<file path="src/rtl/uart_tx_fifo.sv">
// Byte FIFO in front of a UART transmitter: buffers host writes and launches
// one byte per transmitter frame, paced by the rising edge of donetx.
module uart_tx_fifo #(
    parameter int DEPTH = 16,
    parameter int CNT_W = 16
) (
    input  logic                   clk_i,
    input  logic                   rst_ni,
    input  logic                   wr_en_i,
    input  logic [7:0]             wr_data_i,
    input  logic                   clr_ovf_i,
    output logic                   full_o,
    output logic                   empty_o,
    output logic [$clog2(DEPTH):0] level_o,
    output logic                   overflow_o,
    output logic                   newd_o,
    output logic [7:0]             dintx_o,
    input  logic                   donetx_i,
    output logic                   busy_o,
    output logic [CNT_W-1:0]       tx_count_o
);
    localparam int PTR_W = $clog2(DEPTH);
    localparam int LVL_W = PTR_W + 1;

    typedef enum logic {IDLE, SEND} state_t;

    state_t             state_q, state_d;
    logic [7:0]         mem_q [DEPTH];
    logic [PTR_W-1:0]   wr_ptr_q, rd_ptr_q;
    logic [LVL_W-1:0]   level_q, level_d;
    logic               overflow_q;
    logic [7:0]         dintx_q;
    logic               donetx_q;
    logic [CNT_W-1:0]   tx_count_q;

    logic full, empty, wr_accept, wr_drop, pop, done_edge;

    assign full      = (level_q == LVL_W'(DEPTH));
    assign empty     = (level_q == '0);
    assign wr_accept = wr_en_i && !full;
    assign wr_drop   = wr_en_i && full;
    assign pop       = (state_q == IDLE) && !empty;
    assign done_edge = (state_q == SEND) && donetx_i && !donetx_q;

    always_comb begin
        level_d = level_q;
        if (wr_accept && !pop) begin
            level_d = level_q + LVL_W'(1);
        end else if (pop && !wr_accept) begin
            level_d = level_q - LVL_W'(1);
        end
    end

    // Storage has no reset so it maps to block RAM; reset empties it logically.
    always_ff @(posedge clk_i) begin
        if (wr_accept) begin
            mem_q[wr_ptr_q] <= wr_data_i;
        end
    end

    always_ff @(posedge clk_i or negedge rst_ni) begin
        if (!rst_ni) begin
            wr_ptr_q   <= '0;
            rd_ptr_q   <= '0;
            level_q    <= '0;
            overflow_q <= 1'b0;
            dintx_q    <= 8'h00;
            donetx_q   <= 1'b0;
            tx_count_q <= '0;
        end else begin
            level_q  <= level_d;
            donetx_q <= donetx_i;
            if (wr_accept) begin
                wr_ptr_q <= wr_ptr_q + PTR_W'(1);
            end
            if (pop) begin
                dintx_q  <= mem_q[rd_ptr_q];
                rd_ptr_q <= rd_ptr_q + PTR_W'(1);
            end
            // A dropped write takes priority over a clear in the same cycle.
            if (wr_drop) begin
                overflow_q <= 1'b1;
            end else if (clr_ovf_i) begin
                overflow_q <= 1'b0;
            end
            if (done_edge) begin
                tx_count_q <= tx_count_q + CNT_W'(1);
            end
        end
    end

    always_ff @(posedge clk_i or negedge rst_ni) begin
        if (!rst_ni) begin
            state_q <= IDLE;
        end else begin
            state_q <= state_d;
        end
    end

    always_comb begin
        state_d = state_q;
        case (state_q)
            IDLE:    if (!empty)   state_d = SEND;
            SEND:    if (done_edge) state_d = IDLE;
            default: state_d = IDLE;
        endcase
    end

    always_comb begin
        newd_o = 1'b0;
        busy_o = 1'b0;
        if (state_q == SEND) begin
            newd_o = 1'b1;
            busy_o = 1'b1;
        end
    end

    assign full_o     = full;
    assign empty_o    = empty;
    assign level_o    = level_q;
    assign overflow_o = overflow_q;
    assign dintx_o    = dintx_q;
    assign tx_count_o = tx_count_q;

endmodule

</file>
<file path="config.mk">
export PLATFORM = sky130hd
export DESIGN_NAME = uart_tx_fifo
export DESIGN_NICKNAME = d
export VERILOG_FILES = /design/src/rtl/uart_tx_fifo.sv
export SDC_FILE = /design/constraint.sdc
export NUM_CORES = 1
export LEC_CHECK = 0
export CAP_MARGIN = 20
export CORE_UTILIZATION = 50
export DETAILED_ROUTE_END_ITERATION = 8
export PLACE_DENSITY = 0.79
export RECOVER_POWER = 100
export SYNTH_ARGS = -nofsm -noshare
export SYNTH_HDL_FRONTEND = slang
export SYNTH_SLANG_ARGS = --single-unit
</file>
<file path="constraint.sdc">
create_clock -name clk_i -period 8.38 [get_ports clk_i]
set_input_delay 1.676 -clock clk_i [delete_from_list [all_inputs] [get_ports clk_i]]
set_output_delay 1.676 -clock clk_i [all_outputs]
set_load 0.05 [all_outputs]
</file>
==> metrics.txt <==
initial antenna violation count=0; crit end category=flop; DRC viols=0; top-count cell post-synth=edfxtp_1; P_leak=2.799 nW; WP data arrival=roughly 4.7 ns; HPWL Detailed=7.807 mm; largest net degree at the start of global routing=41; Worst Tran Pin Value=around 2.1 ns; Tightest Hold Check Type=flop to flop; final design utilization=60.10%; Syn Inst Count=368; final hold viol count=0; Syn Nets=392; Synth area leaders=edfxtp_1 57%, dfrtp_1 15%, mux4_2 6.7%; GR Layer Usage met2=31.14%; Clock Skew=roughly 0.0092 ns; DRT antenna net count=0; Starting Density=51.11%; GPL Wtd Cong=approximately 0.76; crit path to=level_o[4]; Syn Std Cell Area=0.006769 mm^2; top cells by instance count after synthesis=128 x edfxtp_1, 40 x dfrtp_1, 21 x xnor2_1, 20 x mux4_2, 18 x nor2_1; violated checks=capacitance limit, slew limit; Max VDD drop=0.2863 mV; FF-to-FF End=dintx_o[3]; syn_area_per_cell=18.39 um^2; largest fanout on the critical path=9; cells on worst reg2reg path=5; final worst-path cycle share=51.47%; EDFF count, synth=128; fill cell count=985; via-per-instance ratio=5.618; RSZ-0062 raised after global routing=false; H-tree levels=4; number of global-route vias before repair=3,491; crit start category=input port; Comb pwr share=between 30% and 40%; total track usage=19.47%; share of layout cells above drive strength 1=between 10 and 15%; post-synth cell types=42; met3 usage=between 5 and 6%; Slew headroom=-42.54%; Clock Power Share=~28%; Synth area leader=edfxtp_1; Pre-antenna DRT Iters=5; Setup TNS=0 ns; CP Data Required Time=8.73 ns; Cell Pwr Density=350.5 mW/mm^2; Antenna Cells=0; IO buf count=between 40 and 50; Final #Nets=between 400 and 500; CTS Sinks=between 150 and 200; area share of the largest cell type after synthesis=56.78%; Die Area=0.01401 mm^2; gr busiest metal=met2; Sw Share=33.51%; min cycle time layout=approximately 4.3 ns; Root Driver=clkbuf_16; Die Wd=118.4 um; sequential area share after synthesis=71.57%; Die Y=118.4 um; Skew-Pair Late Insertion Delay=0.43 ns; net switching power=0.9348 mW; row cnt=42; post_cts resized=0; max capacitance violation total=2; Via Count=3,438; synth warn=0; register share of total power=41.2%; worst r2r src=rd_ptr_q[1]; Setup Fix Bufs, Post-CTS=0; GR Overflow Total=0; R2R Setup Slk=4.81 ns; max-slew violation total from the final report=64; Power Internal=1.854 mW; Max Root-Sink Buffers=2; Max Fclk=231.8 MHz; Finish-stage setup viols=0; Top Ports=47; Worst-path clk slew=0.06 ns; final setup margin=4.066 ns; CTS tree=built; CP Launch Point=wr_en_i; Post-synth top flop=edfxtp_1; GRT met1 Usage=around 25%; DRT Wirelength=12.37 mm; synthesized flop and latch total=168; Worst Hold Path Cells=1; initial drt markers=245; status=finished with violations; hold-fix buffer count after cts=0; core footprint=0.01324 mm^2; first-pass GRT wire length=approximately 20 mm; critical path class=input port to flop; Setup WS pre-CTS=4.201 ns; post-synthesis async set-or-reset flop share=a little under a quarter; Num CTS Buffers=17; area delta synth->final=17.58%; Routed WL per cell=slightly above 20 um
-- worst min-delay path by stage --
stage          slack, ns        endpoint            from
2_1_floorplan       0.54     rd_ptr_q[2]     rd_ptr_q[2]
3_3_place_gp        0.47  tx_count_o[15]  tx_count_o[15]
3_5_place_dp        0.47  tx_count_o[15]  tx_count_o[15]
4_1_cts             0.50  tx_count_o[10]  tx_count_o[10]
5_1_grt             0.52  tx_count_o[12]  tx_count_o[12]
6_report            0.49  tx_count_o[10]  tx_count_o[10]
-- through the flow --
step	total power [mW]	cell area, um^2	instances	hold slack, ns
after floorplan	1.798	6769	368	0.5370
after global placement	2.011	7355	575	0.4697
after detailed placement	2.042	7355	575	0.4661
after CTS	2.836	7956	607	0.5048
after global routing	2.916	7959	612	0.5242
final	2.789	7959	612	0.4948
-- placed cells by master, fill, tap and decap left out, drive strengths merged, types with 2 or more instances in the layout --
master,instances
clkinvlp,4
a21boi,2
nand2,14
nor3,5
o21ai,3
ha,10
a21oi,11
nand2b,3
and3,2
nor2,18
nand4,5
edfxtp,128
xnor2,21
dfrtp,40
bufinv,3
inv,13
nand3,5
clkbuf,26
mux2,11
xor2,4
dlygate4sd3,45
o22ai,16
mux4,32
nor4,2
a21o,2
-- layer usage --
layer	part of all wire, %	routed length, um
met3	7.3	898
met4	1.2	154
met1	41	5072
met5	0	0
met2	50	6241
-- area by class of cell --
| class | instances | area [um^2] | share of cell area [%] |
|---|---|---|---|
| Timing Repair Buffer | 53 | 484.2 | 6.084 |
| Clock buffer | 19 | 432.9 | 5.439 |
| Multi-Input combinational cell | 175 | 1778 | 22.34 |
| Clock inverter | 13 | 168.9 | 2.122 |
| Sequential cell | 168 | 4845 | 60.87 |
| Inverter | 8 | 30.03 | 0.3773 |
| Tap cell | 176 | 220.2 | 2.767 |
-- kinds of logic (layout without fill, tap and decap cells) --
kind of cell	count (synthesis)	in the layout	share of synthesized area, %
XOR/XNOR	25	25	3.235
AND/OR/NAND/NOR	59	59	4.288
AO/OA/AOI/OAI	36	36	3.456
multiplexers	44	44	13.29
adder cells (fa/ha/maj)	11	11	2.144
flip-flops	168	168	71.57
buffers and inverters	25	93	2.015
-- flip-flops by register name, indices dropped and copies added, names as in the netlist --
register,count
dintx_o,8
donetx_q,1
level_o,5
mem_q,128
overflow_o,1
rd_ptr_q,4
state_q,1
tx_count_o,16
wr_ptr_q,4
-- power groups by stage --
stage	clock network (mW)	logic (mW)	registers (mW)
CTS	0.807	0.848	1.18
global placement	0	0.822	1.19
floorplan	0	0.524	1.27
global route	0.840	0.909	1.17
finish	0.794	0.848	1.15
detailed placement	0	0.845	1.20
-- critical path, cell delays in order --
cell	delay (ns)
dlygate4sd3_1	0.54
a21boi_0	0.88
ha_1	0.31
inv_1	0.11
fa_1	0.41
a21o_1	0.19
a21oi_1	0.17
mux2i_1	0.24
xnor2_1	0.14
Note: power is estimated with default switching activity, not from simulation.
